File: config.mk
export PLATFORM = sky130hd
export DESIGN_NAME = md_ctrl
export DESIGN_NICKNAME = d
export VERILOG_FILES = /design/src/rtl/md_pkg.sv /design/src/rtl/md_lat_counter.sv /design/src/rtl/md_ctrl.sv
export SDC_FILE = /design/constraint.sdc
export NUM_CORES = 1
export LEC_CHECK = 0
export ABC_CLOCK_PERIOD_IN_PS = 2600
export BUFFER_PORTS_ARGS = -buffer_cell sky130_fd_sc_hd__buf_4
export CORE_MARGIN = 2
export CORE_UTILIZATION = 39
export CTS_CLUSTER_SIZE = 16
export DETAILED_ROUTE_END_ITERATION = 8
export PLACE_DENSITY_LB_ADDON = 0.08
export SLEW_MARGIN = 5
export SYNTH_ARGS = -nofsm -noshare
export SYNTH_HDL_FRONTEND = slang
export SYNTH_HIERARCHICAL = 1
export SYNTH_SLANG_ARGS = --single-unit
File: constraint.sdc
create_clock -name clk -period 2.6 [get_ports clk]
set_clock_uncertainty 0.1 [all_clocks]
set_input_delay 0.52 -clock clk [delete_from_list [all_inputs] [get_ports clk]]
set_output_delay 0.52 -clock clk [all_outputs]
set_load 0.005 [all_outputs]
File: src/rtl/md_pkg.sv
// Shared definitions for the multiply/divide sequencing controller:
// op codes, FSM state encoding, default latencies and a latency lookup.
package md_pkg;

    localparam logic [2:0] MD_NONE  = 3'd0;
    localparam logic [2:0] MD_MULT  = 3'd1;
    localparam logic [2:0] MD_MULTU = 3'd2;
    localparam logic [2:0] MD_DIV   = 3'd3;
    localparam logic [2:0] MD_DIVU  = 3'd4;
    localparam logic [2:0] MD_MTHI  = 3'd5;
    localparam logic [2:0] MD_MTLO  = 3'd6;
    localparam logic [2:0] MD_RSVD  = 3'd7;

    typedef enum logic {
        IDLE = 1'b0,
        RUN  = 1'b1
    } md_state_e;

    localparam int unsigned MD_MULT_LAT_DEF = 32'd5;
    localparam int unsigned MD_DIV_LAT_DEF  = 32'd10;
    localparam int unsigned MD_CNT_W_DEF    = 32'd4;

    // Start-to-commit latency of a long-running op; divides use the divide
    // latency, everything else the multiply latency.
    function automatic int unsigned md_lat_of(input logic [2:0] op,
                                              input int unsigned mult_lat,
                                              input int unsigned div_lat);
        if ((op == MD_DIV) || (op == MD_DIVU)) begin
            return div_lat;
        end else begin
            return mult_lat;
        end
    endfunction

endpackage

File: src/rtl/md_lat_counter.sv
// Down-counter tracking the remaining latency of the in-flight MD op.
// load has priority over dec; the counter holds at zero.
module md_lat_counter #(
    parameter int unsigned CNT_W = 4
) (
    input  logic             clk,
    input  logic             reset,
    input  logic             load,
    input  logic [CNT_W-1:0] load_val,
    input  logic             dec,
    output logic [CNT_W-1:0] cnt,
    output logic             zero
);

    localparam logic [CNT_W-1:0] CNT_ONE = {{(CNT_W-1){1'b0}}, 1'b1};

    logic [CNT_W-1:0] cnt_d;
    logic [CNT_W-1:0] cnt_q;

    // Next count: load a fresh latency, otherwise step down towards zero.
    always_comb begin
        cnt_d = cnt_q;
        if (load) begin
            cnt_d = load_val;
        end else if (dec && (cnt_q != '0)) begin
            cnt_d = cnt_q - CNT_ONE;
        end else begin
            cnt_d = cnt_q;
        end
    end

    // Counter register with synchronous reset.
    always_ff @(posedge clk) begin
        if (reset) begin
            cnt_q <= '0;
        end else begin
            cnt_q <= cnt_d;
        end
    end

    assign cnt  = cnt_q;
    assign zero = (cnt_q == '0);

endmodule

File: src/rtl/md_ctrl.sv
// Sequencing and hazard controller for the multiply/divide unit.
// Issues start/write strobes from the E stage, counts operation latency,
// owns the busy flag and produces the D-stage stall for MD-class instructions.
// Optional: define MD_STALL_CNT_EN to add a saturating 32-bit stall_cnt output.
module md_ctrl
    import md_pkg::*;
#(
    parameter int unsigned MULT_LAT = MD_MULT_LAT_DEF,
    parameter int unsigned DIV_LAT  = MD_DIV_LAT_DEF,
    parameter int unsigned CNT_W    = MD_CNT_W_DEF
) (
    input  logic       clk,
    input  logic       reset,
    input  logic       e_valid,
    input  logic [2:0] e_op,
    input  logic       e_err,
    input  logic       d_md_use,
    output logic       md_start,
    output logic [2:0] md_op,
    output logic       md_wr_hi,
    output logic       md_wr_lo,
    output logic       md_commit,
    output logic       busy,
    output logic       stall_d,
    output logic       proto_err
`ifdef MD_STALL_CNT_EN
    ,
    output logic [31:0] stall_cnt
`endif
);

    localparam logic [CNT_W-1:0] CNT_ONE = {{(CNT_W-1){1'b0}}, 1'b1};

    md_state_e        state_d, state_q;
    logic             busy_d, busy_q;
    logic [2:0]       md_op_d, md_op_q;
    logic             commit_d, commit_q;
    logic             perr_d, perr_q;

    logic             issue_s;
    logic             md_class_s;
    logic             live_s;
    int unsigned      lat_s;
    logic [CNT_W-1:0] load_val_s;
    logic             cnt_load_s;
    logic             cnt_dec_s;
    logic [CNT_W-1:0] cnt_s;
    logic             cnt_zero_s;

    md_lat_counter #(
        .CNT_W (CNT_W)
    ) u_lat_counter (
        .clk      (clk),
        .reset    (reset),
        .load     (cnt_load_s),
        .load_val (load_val_s),
        .dec      (cnt_dec_s),
        .cnt      (cnt_s),
        .zero     (cnt_zero_s)
    );

    // Decode the E-stage op: live instruction, long-running issue, any MD op.
    always_comb begin
        live_s     = e_valid && !e_err;
        issue_s    = live_s && (e_op >= MD_MULT) && (e_op <= MD_DIVU);
        md_class_s = (e_op >= MD_MULT) && (e_op <= MD_MTLO);
        lat_s      = md_lat_of(e_op, MULT_LAT, DIV_LAT);
        load_val_s = CNT_W'(lat_s - 32'd1);
    end

    // Next-state logic; commit is raised one cycle early so the registered
    // pulse lands in the cycle the counter reads zero.
    always_comb begin
        state_d    = state_q;
        busy_d     = busy_q;
        md_op_d    = md_op_q;
        commit_d   = 1'b0;
        perr_d     = perr_q;
        cnt_load_s = 1'b0;
        cnt_dec_s  = 1'b0;
        case (state_q)
            IDLE: begin
                if (issue_s) begin
                    state_d    = RUN;
                    busy_d     = 1'b1;
                    md_op_d    = e_op;
                    cnt_load_s = 1'b1;
                    commit_d   = (load_val_s == '0);
                end else begin
                    state_d = IDLE;
                end
            end
            RUN: begin
                // Any MD op reaching E now means the D-stage stall was bypassed.
                if (e_valid && md_class_s) begin
                    perr_d = 1'b1;
                end else begin
                    perr_d = perr_q;
                end
                if (cnt_zero_s) begin
                    state_d = IDLE;
                    busy_d  = 1'b0;
                end else begin
                    cnt_dec_s = 1'b1;
                    commit_d  = (cnt_s == CNT_ONE);
                end
            end
            default: begin
                state_d = IDLE;
                busy_d  = 1'b0;
            end
        endcase
    end

    // Controller state and registered outputs, synchronous reset.
    always_ff @(posedge clk) begin
        if (reset) begin
            state_q  <= IDLE;
            busy_q   <= 1'b0;
            md_op_q  <= MD_NONE;
            commit_q <= 1'b0;
            perr_q   <= 1'b0;
        end else begin
            state_q  <= state_d;
            busy_q   <= busy_d;
            md_op_q  <= md_op_d;
            commit_q <= commit_d;
            perr_q   <= perr_d;
        end
    end

    // Combinational strobes, all forced low while reset is asserted.
    always_comb begin
        md_start = !reset && (state_q == IDLE) && issue_s;
        md_wr_hi = !reset && (state_q == IDLE) && live_s && (e_op == MD_MTHI);
        md_wr_lo = !reset && (state_q == IDLE) && live_s && (e_op == MD_MTLO);
        stall_d  = !reset && d_md_use && (busy_q || issue_s);
    end

    assign md_op     = md_op_q;
    assign md_commit = commit_q;
    assign busy      = busy_q;
    assign proto_err = perr_q;

`ifdef MD_STALL_CNT_EN
    logic [31:0] stall_cnt_d, stall_cnt_q;

    // Saturating count of D-stage stall cycles.
    always_comb begin
        if (stall_d && (stall_cnt_q != 32'hFFFF_FFFF)) begin
            stall_cnt_d = stall_cnt_q + 32'd1;
        end else begin
            stall_cnt_d = stall_cnt_q;
        end
    end

    // Stall counter register.
    always_ff @(posedge clk) begin
        if (reset) begin
            stall_cnt_q <= 32'd0;
        end else begin
            stall_cnt_q <= stall_cnt_d;
        end
    end

    assign stall_cnt = stall_cnt_q;
`endif

endmodule

==> flow_metrics.env, run 1 <==
export IMPL_final_common_cell="buf_4"
export IMPL_finalPower_uw=391
export IMPL_h_tree_depth=1
export IMPL_wire_per_inst_um=12.2
export IMPL_p_per_area_mw_per_mm2=460
export IMPL_synthMuxAreaShare_pct=1.49
export IMPL_synth_seq_cells=11
export IMPL_yosysSeqAreaShare_pct=32.8
export IMPL_hpwl_um=981
export IMPL_status="finished, final reports clean"
export IMPL_synthSimpleGateAreaFrac_pct=37.3
export IMPL_netlist_area_um2=671
export IMPL_synthCells=75
export IMPL_postCtsHoldBufs=0
export IMPL_antenna_found_initial=0
export IMPL_place_ws_ns=0.401
export IMPL_cts_tree="yes"
export IMPL_synth_xor_area_share_pct=0
export IMPL_finalSetupViolations=0
export IMPL_worstSetupStartpointType="flip-flop"
export IMPL_drtAntennaViolNets=0
export IMPL_synth_compound_area_share_pct=21.1
export IMPL_drive_above_1_share_pct=32.3
export IMPL_fin_setup_tns_ns=0
export IMPL_synth_top_family_by_area="simple AND/OR/NAND/NOR gates"
export IMPL_rows=14
export IMPL_track_usage_pct=14.9
export IMPL_combPwrFrac_pct=21.0
export IMPL_grt_pass1_wl_um=2230
export IMPL_rsz0062_at_grt="false"
export IMPL_whs_ns=0.378
export IMPL_top_layer="met4"
export IMPL_dr_pass1_iters=4
export IMPL_ys_types=32
export IMPL_die_h_um=45.5
export IMPL_p_clk_share_pct=31.9
export IMPL_cts_path_max_buffers=2
export IMPL_insertion_delay_ns=0.27
export IMPL_start_util_pct=43.0
export IMPL_clkSinkCount=11
export IMPL_core_mm2=0.00156
export IMPL_wl_met2_um=560
export IMPL_final_cell_mix="18 x buf_4, 11 x dfxtp_1, 8 x nor2_1, 7 x nand2_1, 6 x inv_1"
export IMPL_numCtsBuffers=3
export IMPL_io_pins=18
export IMPL_synthAdderAreaFrac_pct=1.87
export IMPL_first_global_vias=491
export IMPL_fmax_ghz=0.448
export IMPL_swShare_pct=29.6
export IMPL_layout_setup_ws_ns=0.366
export IMPL_critPathKind="reg2reg"
export IMPL_drv_slew=0
export IMPL_ir_drop_v=0.000298
export IMPL_grt_start_max_net_pins=20
export IMPL_viasPerCell=5.49
export IMPL_switching_power_uw=116
export IMPL_clockRootBuffer="clkbuf_4"
export IMPL_hold_viol_final=0
export IMPL_cts_resized=0
export IMPL_gp_congestion=0.733
export IMPL_routed_wl_um=1370
export IMPL_vias=615
export IMPL_p_leak_nw=0.331
export IMPL_required_ns=2.66
export IMPL_internal_power_uw=275
export IMPL_fin_nets=106
export IMPL_finalCritPeriodShare_pct=85.9
export IMPL_fillers=155
export IMPL_finalCriticalPeriod_ns=2.23
export IMPL_post_cts_buffers=0
export IMPL_pwr_share_seq_pct=47.1
export IMPL_drv_cap=0
export IMPL_wl_met3_um=53
export IMPL_path_max_fanout=7
export IMPL_cp_data_arrival_time_ns=2.30
export IMPL_worst_setup_path_end_kind="flip-flop"
export IMPL_fp_dieArea_mm2=0.00207
export IMPL_syn_avg_cell_area_um2=8.94
export IMPL_wl_met1_um=731
export IMPL_syn_nets=84
export IMPL_drt_iter0_markers=8
export IMPL_n_antenna_cell=0
export IMPL_grt_overflow_total=0
export IMPL_area_growth_pct=26.5
export IMPL_path_clk_slew_ns=0.08
export IMPL_fp_dieW_um=45.5
export IMPL_port_buffers=17
export IMPL_drc_errors=0
export IMPL_ys_warn_count=6
export IMPL_min_path_type="reg2reg"
## worst max-delay path: stages, from the launching register on
cell and delay (ns):
dfxtp_1 0.40, inv_1 0.11, ha_1 0.23, or3b_4 0.29, inv_1 0.06, nand2b_1 0.17, inv_1 0.21, nor4b_2 0.27
mux2i_1 0.21, a211oi_1 0.08
## cells in the mapped netlist
cell	instances	area, um2
a41oi_1	2	17.5
nand2_1	7	26.3
ha_1	1	12.5
conb_1	1	3.75
nor3b_4	1	18.8
a311oi_1	2	17.5
a311o_1	1	10.0
mux2i_1	1	10.0
or3b_4	1	11.3
nor2_1	8	30.0
nand3b_1	1	7.51
dfxtp_1	11	220
a21oi_1	2	10.0
a21o_1	1	7.51
or3_4	1	11.3
nor4b_2	1	15.0
nand3_1	2	10.0
nor3b_1	3	22.5
a2111oi_4	1	27.5
a211oi_1	1	7.51
inv_1	6	22.5
nor3_1	2	10.0
nor4bb_1	1	10.0
o21ai_2	3	26.3
nand2b_1	4	25.0
o21ai_1	1	5.00
nand4b_1	4	35.0
clkbuf_1	1	3.75
o21a_1	1	7.51
inv_4	1	6.26
nand3_4	1	17.5
o21ai_0	1	5.00
## power groups by stage
| stage | Clock (mW) | Sequential (mW) | Combinational, mW |
|---|---|---|---|
| global route | 0.135 | 0.185 | 0.0901 |
| CTS | 0.127 | 0.184 | 0.0822 |
| finish | 0.125 | 0.184 | 0.0820 |
| detailed placement | 0 | 0.188 | 0.0816 |
| floorplan | 0 | 0.187 | 0.0512 |
| global placement | 0 | 0.188 | 0.0813 |
## area by class of cell
| type | instances | area, um2 | area share [%] |
|---|---|---|---|
| sequential | 11 | 220 | 26.0 |
| tap | 16 | 20.0 | 2.36 |
| multi-input combinational | 56 | 418 | 49.3 |
| inverter | 7 | 28.8 | 3.39 |
| timing repair buffer | 18 | 135 | 15.9 |
| clock buffer | 4 | 26.3 | 3.10 |
## metal layers
metal | track usage [%] | vias up
li1 | - | 318
met1 | 22.3 | 279
met2 | 19.7 | 14
met3 | 3.57 | 4
met4 | 7.06 | 0
met5 | 0 | -
## path summary, 6_finish.rpt
path | startpoint | to | slack, ns | cells after the start
worst min-delay path | md_op[2]$_SDFFE_PP0P_ | md_op[2]$_SDFFE_PP0P_ | 0.38 | 2
worst min register to register | md_op[2]$_SDFFE_PP0P_ | md_op[2]$_SDFFE_PP0P_ | 0.38 | 2
worst max register to register | u_lat_counter/cnt[1]$_SDFFE_PP0P_ | u_lat_counter/cnt[3]$_SDFFE_PP0P_ | 0.37 | 9
worst max-delay path | u_lat_counter/cnt[1]$_SDFFE_PP0P_ | u_lat_counter/cnt[3]$_SDFFE_PP0P_ | 0.37 | 9
## logic make-up after synthesis
logic type,count (synthesis)
compound gates,16
mux,1
other cells,1
flops,11
fa+ha+maj,1
buf+inv,8
simple gates,37
## flip-flops by register name (all words and copies together) (netlist names)
signal	flops
md_commit	1
busy	1
proto_err	1
u_lat_counter/cnt	4
state_q	1
md_op	3
## through the flow
step	utilization [%]	instances	cell area, um2
after detailed placement	52.7	108	822
after global placement	52.7	108	822
after floorplan	-	75	671
after CTS	54.4	112	848
final	54.4	112	848
after global routing	54.4	112	848
No activity file was read; power rests on OpenSTA's default activity.
==> run 2, diff against run 1 <==
- CELL_PAD_IN_SITES_DETAIL_PLACEMENT: not set -> 2
- CELL_PAD_IN_SITES_GLOBAL_PLACEMENT: not set -> 2
- CORE_UTILIZATION: 39 -> 29
==> flow_metrics.env, run 2 (synthesized netlist as in run 1, its figures left out) <==
export IMPL_cp_data_arrival_time_ns=2.37
export IMPL_cp_top_family="simple AND/OR/NAND/NOR gates"
export IMPL_p_leak_nw=0.326
export IMPL_port_buffers=17
export IMPL_track_usage_pct=15.5
export IMPL_cpMaxStageDelayCell="dfxtp_1"
export IMPL_drt_iter0_markers=8
export IMPL_wl_met3_um=68
export IMPL_worst_setup_path_end_kind="flip-flop"
export IMPL_cpPeakStageDelay_ns=0.38
export IMPL_finalCriticalPeriod_ns=2.32
export IMPL_largest_reg_flops=4
export IMPL_crit_top_cell="inv_1"
export IMPL_path_max_fanout=7
export IMPL_fmax_ghz=0.431
export IMPL_drv_slew=0
export IMPL_viasPerCell=5.11
export IMPL_finalCritPeriodShare_pct=89.1
export IMPL_routed_wl_um=1780
export IMPL_drc_errors=0
export IMPL_drtAntennaViolNets=0
export IMPL_status="finished, final reports clean"
export IMPL_path_clk_slew_ns=0.08
export IMPL_place_ws_ns=0.291
export IMPL_top_layer="met4"
export IMPL_start_util_pct=30.6
export IMPL_clockRootBuffer="clkbuf_4"
export IMPL_required_ns=2.65
export IMPL_vias=628
export IMPL_grt_pass1_wl_um=3070
export IMPL_final_common_cell="buf_4"
export IMPL_wl_met1_um=796
export IMPL_fp_dieW_um=52.1
export IMPL_cts_resized=0
export IMPL_rsz0062_at_grt="false"
export IMPL_crit_chain="inv_1 > ha_1 > or3b_4 > inv_1 > nand2b_1 > inv_1 > nor4b_2 > mux2i_1 > a211oi_1"
export IMPL_fin_setup_tns_ns=0
export IMPL_wire_per_inst_um=14.5
export IMPL_hpwl_um=1390
export IMPL_postCtsHoldBufs=0
export IMPL_antenna_found_initial=0
export IMPL_grt_overflow_total=0
export IMPL_grt_start_max_net_pins=20
export IMPL_n_antenna_cell=0
export IMPL_drv_cap=0
export IMPL_layout_setup_ws_ns=0.282
export IMPL_fp_dieArea_mm2=0.00271
export IMPL_min_path_type="reg2reg"
export IMPL_final_cell_mix="17 x buf_4, 11 x dfxtp_1, 8 x nor2_1, 7 x nand2_1, 6 x inv_1"
export IMPL_rows=17
export IMPL_die_h_um=52.1
export IMPL_worstSetupStartpointType="flip-flop"
export IMPL_finalPower_uw=389
export IMPL_insertion_delay_ns=0.27
export IMPL_clkSinkCount=11
export IMPL_cts_tree="yes"
export IMPL_cts_path_max_buffers=2
export IMPL_core_mm2=0.00219
export IMPL_wl_met2_um=899
export IMPL_dpl_cell_area_um2=830
export IMPL_fin_nets=105
export IMPL_ir_drop_v=0.000227
export IMPL_hold_viol_final=0
export IMPL_fillers=254
export IMPL_drive_above_1_share_pct=31.6
export IMPL_numCtsBuffers=3
export IMPL_gp_congestion=0.842
export IMPL_fin_area_um2=856
export IMPL_first_global_vias=642
export IMPL_finalSetupViolations=0
export IMPL_dr_pass1_iters=4
export IMPL_p_per_area_mw_per_mm2=454
export IMPL_crit_buf_inv=3
export IMPL_post_cts_buffers=0
export IMPL_critPathKind="reg2reg"
export IMPL_area_growth_pct=27.6
export IMPL_io_pins=18
export IMPL_h_tree_depth=1
-- run 2: changes by cell type in the layout (fill, tap and decap cells not counted) --
cell | previous run | this run
buf_4 | 18 | 17
-- run 2: cell type report --
type | count | area [um2] | area share [%]
Multi-Input combinational cell | 56 | 418 | 48.8
Sequential cell | 11 | 220 | 25.7
Inverter | 7 | 28.8 | 3.36
Timing Repair Buffer | 17 | 128 | 14.9
Clock buffer | 4 | 26.3 | 3.07
Tap cell | 28 | 35.0 | 4.09
-- run 2: per-stage QoR --
step                      hold WS [ns]  instances  util, %
after floorplan                  0.343         75        -
after global placement           0.361        119     37.9
after detailed placement         0.375        119     37.9
after CTS                        0.388        123     39.1
after global routing             0.407        123     39.1
final                            0.380        123     39.1
-- run 2: layer usage --
metal | global-route usage [%] | vias up
li1 | - | 314
met1 | 19.9 | 302
met2 | 25.3 | 10
met3 | 4.31 | 2
met4 | 3.95 | 0
met5 | 0 | -
-- run 2: path summary, 6_finish.rpt --
path,end,cells past startpoint,start,slack [ns]
min reg2reg,md_op[2]$_SDFFE_PP0P_,2,md_op[2]$_SDFFE_PP0P_,0.38
min,md_op[2]$_SDFFE_PP0P_,2,md_op[2]$_SDFFE_PP0P_,0.38
max,u_lat_counter/cnt[3]$_SDFFE_PP0P_,9,u_lat_counter/cnt[0]$_SDFFE_PP0P_,0.28
max reg2reg,u_lat_counter/cnt[3]$_SDFFE_PP0P_,9,u_lat_counter/cnt[0]$_SDFFE_PP0P_,0.28
-- run 2: worst reg2reg max path, delay by kind of cell (launching register included) --
kind | cells | cell delay, ns
and+or+nand+nor | 3 | 0.76
buffers and inverters | 3 | 0.39
DFF | 1 | 0.38
adders and majority gates | 1 | 0.25
muxes | 1 | 0.24
AOI/OAI and AO/OA | 1 | 0.09
-- run 2: power breakdown --
part,internal [mW],switching (mW),leakage [nW]
sequential,0.176,0.00817,0.0895
combinational,0.0382,0.0459,0.221
clock,0.0593,0.0609,0.0150
==> run 3, diff against run 2 <==
- CORE_ASPECT_RATIO: not set -> 0.7
- RECOVER_POWER: not set -> 25
==> flow_metrics.env, run 3 (synthesized netlist as in run 1, its figures left out) <==
export IMPL_cpMaxStageDelayCell="dfxtp_1"
export IMPL_path_clk_slew_ns=0.07
export IMPL_reg2reg_slack_ns=0.31
export IMPL_drc_errors=0
export IMPL_drv_slew=0
export IMPL_cp_data_arrival_time_ns=2.35
export IMPL_finalCritPeriodShare_pct=88.2
export IMPL_p_per_area_mw_per_mm2=456
export IMPL_crit_chain="inv_1 > ha_1 > or3b_4 > inv_1 > nand2b_1 > inv_1 > nor4b_2 > mux2i_1 > a211oi_1"
export IMPL_required_ns=2.65
export IMPL_cp_depth=9
export IMPL_finalCriticalPeriod_ns=2.29
export IMPL_worst_setup_path_end_kind="flip-flop"
export IMPL_fp_dieW_um=61.5
export IMPL_fin_setup_tns_ns=0
export IMPL_cpPeakStageDelay_ns=0.38
export IMPL_wire_per_inst_um=14.3
export IMPL_grt_overflow_total=0
export IMPL_start_util_pct=30.9
export IMPL_hpwl_um=1440
export IMPL_min_path_type="reg2reg"
export IMPL_antenna_found_initial=0
export IMPL_dr_pass1_iters=4
export IMPL_port_buffers=17
export IMPL_critPathKind="reg2reg"
export IMPL_clkSinkCount=11
export IMPL_crit_top_cell="inv_1"
export IMPL_finalSetupViolations=0
export IMPL_grt_start_max_net_pins=20
export IMPL_cts_resized=0
export IMPL_final_cell_mix="16 x buf_4, 11 x dfxtp_1, 8 x nor2_1, 7 x nand2_1, 6 x inv_1"
export IMPL_hold_viol_final=0
export IMPL_fin_nets=106
export IMPL_r2r_start="u_lat_counter/cnt[0]$_SDFFE_PP0P_"
export IMPL_area_growth_pct=26.1
export IMPL_h_tree_depth=1
export IMPL_fmax_ghz=0.436
export IMPL_rsz0062_at_grt="false"
export IMPL_status="finished, final reports clean"
export IMPL_routed_wl_um=1830
export IMPL_cp_top_family="simple AND/OR/NAND/NOR gates"
export IMPL_cts_tree="yes"
export IMPL_drtAntennaViolNets=0
export IMPL_grt_pass1_wl_um=3090
export IMPL_core_mm2=0.00217
export IMPL_holdPathStages=2
export IMPL_numCtsBuffers=3
export IMPL_min_from="md_op[1]$_SDFFE_PP0P_"
export IMPL_crit_buf_inv=3
export IMPL_track_usage_pct=15.7
export IMPL_fin_area_um2=846
export IMPL_p_leak_nw=0.316
export IMPL_whs_ns=0.380
export IMPL_post_cts_buffers=0
export IMPL_io_pins=18
export IMPL_ir_drop_v=0.000153
export IMPL_drive_above_1_share_pct=29.2
export IMPL_insertion_delay_ns=0.27
export IMPL_first_global_vias=632
export IMPL_crit_start="u_lat_counter/cnt[0]$_SDFFE_PP0P_"
export IMPL_die_h_um=44.2
export IMPL_fp_dieArea_mm2=0.00272
export IMPL_rows=14
export IMPL_clockRootBuffer="clkbuf_4"
export IMPL_postCtsHoldBufs=0
export IMPL_path_max_fanout=7
export IMPL_cts_path_max_buffers=2
export IMPL_final_common_cell="buf_4"
export IMPL_gp_congestion=0.685
export IMPL_viasPerCell=4.80
export IMPL_n_antenna_cell=0
export IMPL_vias=614
export IMPL_fin_util_pct=38.9
export IMPL_worstSetupStartpointType="flip-flop"
export IMPL_drt_iter0_markers=15
export IMPL_largest_reg_flops=4
export IMPL_rr_worst_depth=9
export IMPL_drv_cap=0
export IMPL_dpl_cell_area_um2=842
[run 3: changes by cell type in the layout (fill, tap and decap cells not counted)]
cell	delta
buf_4	-1
clkbuf_1	+1
clkbuf_4	+1
clkinvlp_2	+1
inv_4	-1
nand3_1	+1
nand3_4	-1
or3_1	+1
or3_4	-1
[run 3: area by class of cell]
cell class	instances	area, um2
clock buffer	4	26.3
multi-input combinational	56	400
tap	32	40.0
timing repair buffer	18	131
inverter	7	27.5
sequential	11	220
fill	267	1330
[run 3: path summary, 6_finish.rpt]
check / to
max: u_lat_counter/cnt[3]$_SDFFE_PP0P_
min: md_op[1]$_SDFFE_PP0P_
max reg2reg: u_lat_counter/cnt[3]$_SDFFE_PP0P_
min reg2reg: md_op[1]$_SDFFE_PP0P_
[run 3: through the flow]
stage,instances,worst slack [ns],power (mW)
floorplan,75,0.586,0.238
global placement,124,0.428,0.272
detailed placement,124,0.312,0.275
CTS,128,0.279,0.397
global route,128,0.0843,0.412
finish,128,0.307,0.385
[run 3: worst reg2reg max path, delay by kind of cell, from the launching register on]
family	cells	cell delay [ns]
AO/OA/AOI/OAI	1	0.09
adder cells (fa/ha/maj)	1	0.24
buffers and inverters	3	0.38
flip-flops	1	0.38
multiplexers	1	0.22
AND/OR/NAND/NOR	3	0.76
[run 3: per-layer routing]
layer / up-vias / GRT usage [%] / share of wire, %
met2: 14 / 23.8 / 43
met4: 0 / 2.55 / 0
met1: 285 / 22.0 / 52
li1: 315 / - / -
met5: - / 0 / 0
met3: 0 / 5.26 / 4.2
[run 3: where the power goes]
| part | switching (mW) | total (mW) | internal, mW |
|---|---|---|---|
| combinational | 0.0445 | 0.0825 | 0.0380 |
| sequential | 0.00792 | 0.184 | 0.176 |
| clock | 0.0592 | 0.119 | 0.0595 |
| total | 0.112 | 0.385 | 0.274 |
